## src/rtl/uart_alu_interface.sv

```systemverilog
`default_nettype none
// ============================================================================
// uart_alu_interface
// Collects operand A, operand B and an opcode from UART_RX, presents them to
// a combinational ALU and hands the latched result to UART_TX.
// Revision: 1.0
// ============================================================================
module uart_alu_interface #(
    parameter int NB_DATA = 8,
    parameter int NB_OP   = 6
) (
    input  logic               i_clock,
    input  logic               i_reset,
    input  logic               i_rx_done,
    input  logic [NB_DATA-1:0] i_rx_data,
    input  logic               i_tx_done,
    input  logic [NB_DATA-1:0] i_alu_result,
    output logic [NB_DATA-1:0] o_alu_a,
    output logic [NB_DATA-1:0] o_alu_b,
    output logic [NB_OP-1:0]   o_alu_op,
    output logic [NB_DATA-1:0] o_tx_data,
    output logic               o_tx_signal,
    output logic               o_busy,
    output logic               o_op_error,
    output logic               o_overrun
);

    localparam logic [NB_OP-1:0] OP_ADD = NB_OP'(6'b100000);
    localparam logic [NB_OP-1:0] OP_SUB = NB_OP'(6'b100010);
    localparam logic [NB_OP-1:0] OP_AND = NB_OP'(6'b100100);
    localparam logic [NB_OP-1:0] OP_OR  = NB_OP'(6'b100101);
    localparam logic [NB_OP-1:0] OP_XOR = NB_OP'(6'b100110);
    localparam logic [NB_OP-1:0] OP_NOR = NB_OP'(6'b100111);
    localparam logic [NB_OP-1:0] OP_SRA = NB_OP'(6'b000011);
    localparam logic [NB_OP-1:0] OP_SRL = NB_OP'(6'b000010);

    typedef enum logic [2:0] {
        WAIT_A  = 3'd0,
        WAIT_B  = 3'd1,
        WAIT_OP = 3'd2,
        COMPUTE = 3'd3,
        SEND    = 3'd4,
        WAIT_TX = 3'd5
    } state_t;

    state_t     state;
    state_t     state_next;
    logic       load_a;
    logic       load_b;
    logic       load_op;
    logic       load_tx;
    logic       op_reject;
    logic       op_valid;
    logic [NB_OP-1:0] op_code;

    assign op_code = i_rx_data[NB_OP-1:0];

    // The opcode byte must carry zeros above the opcode field to be accepted.
    always_comb begin
        op_valid = 1'b0;
        if (i_rx_data[NB_DATA-1:NB_OP] == '0) begin
            case (op_code)
                OP_ADD, OP_SUB, OP_AND, OP_OR,
                OP_XOR, OP_NOR, OP_SRA, OP_SRL: op_valid = 1'b1;
                default:                        op_valid = 1'b0;
            endcase
        end
    end

    always_ff @(posedge i_clock or posedge i_reset) begin
        if (i_reset) begin
            state <= WAIT_A;
        end else begin
            state <= state_next;
        end
    end

    always_comb begin
        state_next = state;
        load_a     = 1'b0;
        load_b     = 1'b0;
        load_op    = 1'b0;
        load_tx    = 1'b0;
        op_reject  = 1'b0;
        case (state)
            WAIT_A: begin
                if (i_rx_done) begin
                    load_a     = 1'b1;
                    state_next = WAIT_B;
                end
            end
            WAIT_B: begin
                if (i_rx_done) begin
                    load_b     = 1'b1;
                    state_next = WAIT_OP;
                end
            end
            WAIT_OP: begin
                if (i_rx_done) begin
                    if (op_valid) begin
                        load_op    = 1'b1;
                        state_next = COMPUTE;
                    end else begin
                        op_reject  = 1'b1;
                    end
                end
            end
            COMPUTE: begin
                load_tx    = 1'b1;
                state_next = SEND;
            end
            SEND: begin
                state_next = WAIT_TX;
            end
            WAIT_TX: begin
                if (i_tx_done) begin
                    state_next = WAIT_A;
                end
            end
            default: begin
                state_next = WAIT_A;
            end
        endcase
    end

    assign o_busy = (state == COMPUTE) || (state == SEND) || (state == WAIT_TX);

    always_ff @(posedge i_clock or posedge i_reset) begin
        if (i_reset) begin
            o_alu_a     <= '0;
            o_alu_b     <= '0;
            o_alu_op    <= '0;
            o_tx_data   <= '0;
            o_tx_signal <= 1'b0;
            o_op_error  <= 1'b0;
            o_overrun   <= 1'b0;
        end else begin
            if (load_a)  o_alu_a   <= i_rx_data;
            if (load_b)  o_alu_b   <= i_rx_data;
            if (load_op) o_alu_op  <= op_code;
            if (load_tx) o_tx_data <= i_alu_result;
            o_tx_signal <= load_tx;
            o_op_error  <= op_reject;
            // Bytes landing while a result is outstanding are dropped; remember it.
            if (i_rx_done && o_busy) o_overrun <= 1'b1;
        end
    end

endmodule
`default_nettype wire

```

## config.mk

```make
export PLATFORM = sky130hd
export DESIGN_NAME = uart_alu_interface
export DESIGN_NICKNAME = d
export VERILOG_FILES = /design/src/rtl/uart_alu_interface.sv
export SDC_FILE = /design/constraint.sdc
export NUM_CORES = 1
export LEC_CHECK = 0
export ABC_AREA = 1
export CAP_MARGIN = 5
export CORE_MARGIN = 4
export CORE_UTILIZATION = 47
export DETAILED_ROUTE_END_ITERATION = 8
export HOLD_SLACK_MARGIN = 0.02
export MAX_ROUTING_LAYER = met4
export PLACE_DENSITY = 0.86
export SLEW_MARGIN = 15
export SYNTH_ARGS = -nofsm -noshare
export SYNTH_HDL_FRONTEND = slang
export SYNTH_SLANG_ARGS = --single-unit
```

## constraint.sdc

```tcl
create_clock -name i_clock -period 3.53 [get_ports i_clock]
set_clock_uncertainty 0.15 [all_clocks]
set_input_delay 0.353 -clock i_clock [delete_from_list [all_inputs] [get_ports i_clock]]
set_output_delay 0.353 -clock i_clock [all_outputs]
set_load 0.03 [all_outputs]
```

# == Word level (Yosys, flattened, before mapping) ==
# Index checks and enable logic that the tools add are counted.
# op_classes
muxes,18
n_eq_ne,18
reduce_logical,7
# ops
operator,n
$eq A6 B6 Y1 const B,6
$pmux W3 S6,1
$mux W3,5
$eq A6 B2 Y1 const B,2
$mux W1,12
$ne A2 B2 Y1 const B,5
$reduce_or A8 Y1,1
$eq A3 B2 Y1 const B,2
$eq A3 B3 Y1 const B,2
$reduce_and A5 Y1,1
$eq A3 B1 Y1 const B,1
$logic_not A3 Y1,1
$logic_not A2 Y1,1
$logic_or A1 B1 Y1,2
$logic_and A1 B1 Y1,1
# totals
reg_bits,36
out_inout_bits,34
elab_cells,51
in_bits,20

# == Longest topological paths before layout ==
# logic_depth
ltp_word,7
mapped_depth,8
depth_no_buf,8

# == Worst setup path after synthesis ==
# No wires, ideal clock.
# synth_path
path_kind,reg-to-output
from,register state[1]
to,output port o_busy
required_ns,3.027
t_arrival_ns,0.937
n_path_buf,0
setup_slack_ns,2.090
path_stages_with_launch,5
cell_sequence,dfrtp_1 > nand2_1 > nand2_1 > o21ai_0 > nand2_1
# synth_via
elab_chain_cells,3
elab_cells_between_ends,5
cone_classes,eq/ne (3); reduce/logical (2)
# synth_rtl
element,line,rtl
"start, declared",46,state_t state;
"start signal, assigned",74,state <= state_next;
$eq A3 B2 Y1 or $eq A3 B3 Y1 (tied branches),126,assign o_busy = (state == COMPUTE) || (state == SEND) || (state == WAIT_TX);
$logic_or A1 B1 Y1,126,
$logic_or A1 B1 Y1 *,126,
"end, declared",23,"output logic o_busy,"
# Mark *: on every way between the ends. The rest lies on a longest branch, timed or not.

# == Final worst setup path ==
# layout_path
from,register state[2]
to,output port o_busy
# Same word-level chain as after synthesis.

==> key figures <==
Status
  • Outcome: finished clean

Synthesis
  • Yosys cell types: 14
  • Mapped cell area: 0.00151 mm²
  • Syn_area_per_cell: 9.18 µm²
  • Synth area leader: dfrtp_1
  • Syn_nets: 184
  • Post-synthesis sequential area ratio: 0.599
  • Area contributors post-synth: dfrtp_1 (60%), nand2_1 (16%), o21ai_2 (4.7%)
  • Synthesis-stage register bit count: 36
  • Synth top area share: 0.599
  • Post-Syn Instances: 164
  • Yosys warnings: 0

Cells and area
  • Layout Nets: 242
  • Area of the multi-input gates: 510 µm²
  • Final instance area: 0.00214 mm²
  • Inserted Diodes: 0
  • # fillers: 254
  • Layout cells sized above 1: 0.112
  • Non-filler cells, final: 267
  • Commonest cells after routing, fill and taps aside: nand2_1 (64), clkdlybuf4s50_1 (53), dfrtp_1 (36)
  • Commonest non-fill, non-tap cell in the layout: nand2_1
  • Synth-to-layout area growth: 42.5%
  • Seq. cell area: 901 µm²

Floorplanning
  • Starting Density: 0.493
  • Num ports: between 50 and 60
  • FP Rows: 20
  • Die area: approximately 0.0042 mm²
  • Core ar.: 0.00305 mm²
  • Die span in x: 64.6 µm
  • Die Y-Extent: 64.6 µm

Job
  • Max-cap violations: 0

Critical path
  • Req. time, crit path: 3.03 ns
  • CP delay by family, top: buffers and inverters
  • CP cell instances: inv_1 > nand2_1 > o21ai_0 > nand2_1 > clkdlybuf4s50_1
  • CP max-delay cell: clkdlybuf4s50_1
  • CP most frequent cell: nand2_1
  • WS Path Type: reg2out
  • WP buf/inv: 2
  • Worst Setup Start Kind: flip-flop
  • Worst Setup SP: state[2]
  • CP endpoint kind: primary output
  • Critical path's largest stage delay: 0.68 ns
  • Max FO, Critical Path: 7
  • R2R Path Start: state[2]
  • Crit path arrival time: slightly above 2 ns

STA
  • Final number of hold-violating endpoints: 0
  • Max-slew violation count: 0
  • Worst Tran Pin Value: about 0.44 ns
  • Hold Slack: 0.242 ns
  • Final period utilization: 0.716
  • Worst rel slew slack: 0.709
  • Final Setup Violations: 0
  • RSZ-0062 raised after global routing: false
  • Final min period: 2.53 ns
  • Crit path setup slack, layout: 1.00 ns
  • Setup_tns: 0 ns
  • Max Fclk: around 0.4 GHz

GRT
  • Initial antenna violation count: 0
  • GRT overflow: 0
  • First-pass GRT wire length: 5360 µm
  • GRT Resource Usage Total: 0.172
  • Pin count of the biggest net entering global routing: 37
  • Vias in the first global route: 1,223

CTS
  • Setup Buffers After CTS: 0
  • TritonCTS clock tree: done
  • Worst skew pair latency: 0.33 ns
  • # hold bufs at CTS: 0
  • CTS Buffer Depth: 2
  • Clk slew on worst S/H paths: 0.12 ns
  • CTS buffer count: 5
  • Root cell of the clock tree: clkbuf_4
  • Sink Count: 36
  • Htree depth: 2
  • Number of gates resized after CTS: 0

Power
  • LEAKAGE: about 1.1 nW
  • Peak supply drop: 590 µV
  • Pwr/cell area: 899 mW/mm²

Placement
  • Placement Setup Slack: 1.40 ns
  • Cell Area, Placed: 0.00206 mm²
  • Placed cell count: 259
  • Gpl congestion: a little over 0.8
  • DP Wirelength: roughly 2300 µm
  • Input/output buffers: 53

Route
  • Avg WL per Cell: 11.7 µm
  • Total wire length: 3130 µm
  • Drt first pass iters: 6
  • Vias/cell: approximately 4.7
  • DRT antenna net count: 0
  • Via count: between 1,000 and 1,500
  • Starting DRT DRC Count: 22
  • Residual DRC: 0

Worst hold path
  • Hold Path Class: in2async
-- cell families after synthesis --
family | after synthesis | share of synthesized area
flops | 36 | 0.599
buf+inv | 19 | 0.0623
simple gates | 88 | 0.248
compound gates | 21 | 0.0914
-- layer usage --
metal  global-route usage  part of all wire
met1                0.196              0.41
met5                    -                 0
met4               0.0633             0.016
met2                0.280              0.46
met3               0.0624              0.11
-- report_power, final --
group	internal (mW)	switching (mW)
combinational	0.382	0.588
sequential	0.569	0.103
clock	0.148	0.138
-- through the flow --
stage          utilization  total power, mW
4_1_cts              0.702             1.95
2_1_floorplan            -             1.28
6_report             0.702             1.93
3_5_place_dp         0.676             1.66
3_3_place_gp         0.676             1.63
5_1_grt              0.702             2.06
-- sequential cells by signal, indices dropped and copies added, names as in the netlist --
name / cells
o_tx_data: 8
o_alu_op: 6
o_op_error: 1
o_alu_b: 8
o_tx_signal: 1
o_overrun: 1
state: 3
o_alu_a: 8
-- worst register-to-register path: cells and delay by family, from the launching register on --
kind	cells	cell delay, ns
AO/OA/AOI/OAI	2	0.46
buffers and inverters	1	0.10
flip-flops	1	0.55
AND/OR/NAND/NOR	1	0.14
-- final timing paths --
kind | end | slack [ns] | cells past startpoint
min reg2reg | o_overrun | 0.32 | 1
max in group asynchronous | state[2] | 2.67 | 3
max reg2reg | o_overrun | 2.04 | 4
min | o_tx_data[1] | 0.24 | 3
max | o_busy | 1.00 | 5
min in group i_clock | o_overrun | 0.32 | 1
-- final cells by class --
cell class / count / area share
Tap cell: 44 / 0.0257
Timing Repair Buffer: 54 / 0.251
Multi-Input combinational cell: 109 / 0.238
Clock inverter: 3 / 0.0198
Sequential cell: 36 / 0.420
Clock buffer: 5 / 0.0175
Inverter: 16 / 0.0280
-- Yosys cell counts (all sizes together) --
| cell type | number |
|---|---|
| buf | 3 |
| a21oi | 1 |
| a21o | 1 |
| nand3 | 6 |
| dfrtp | 36 |
| inv | 16 |
| o21ai | 19 |
| nand2 | 67 |
| nor3 | 1 |
| nor2 | 14 |
Power figures use the tool's default switching activity.
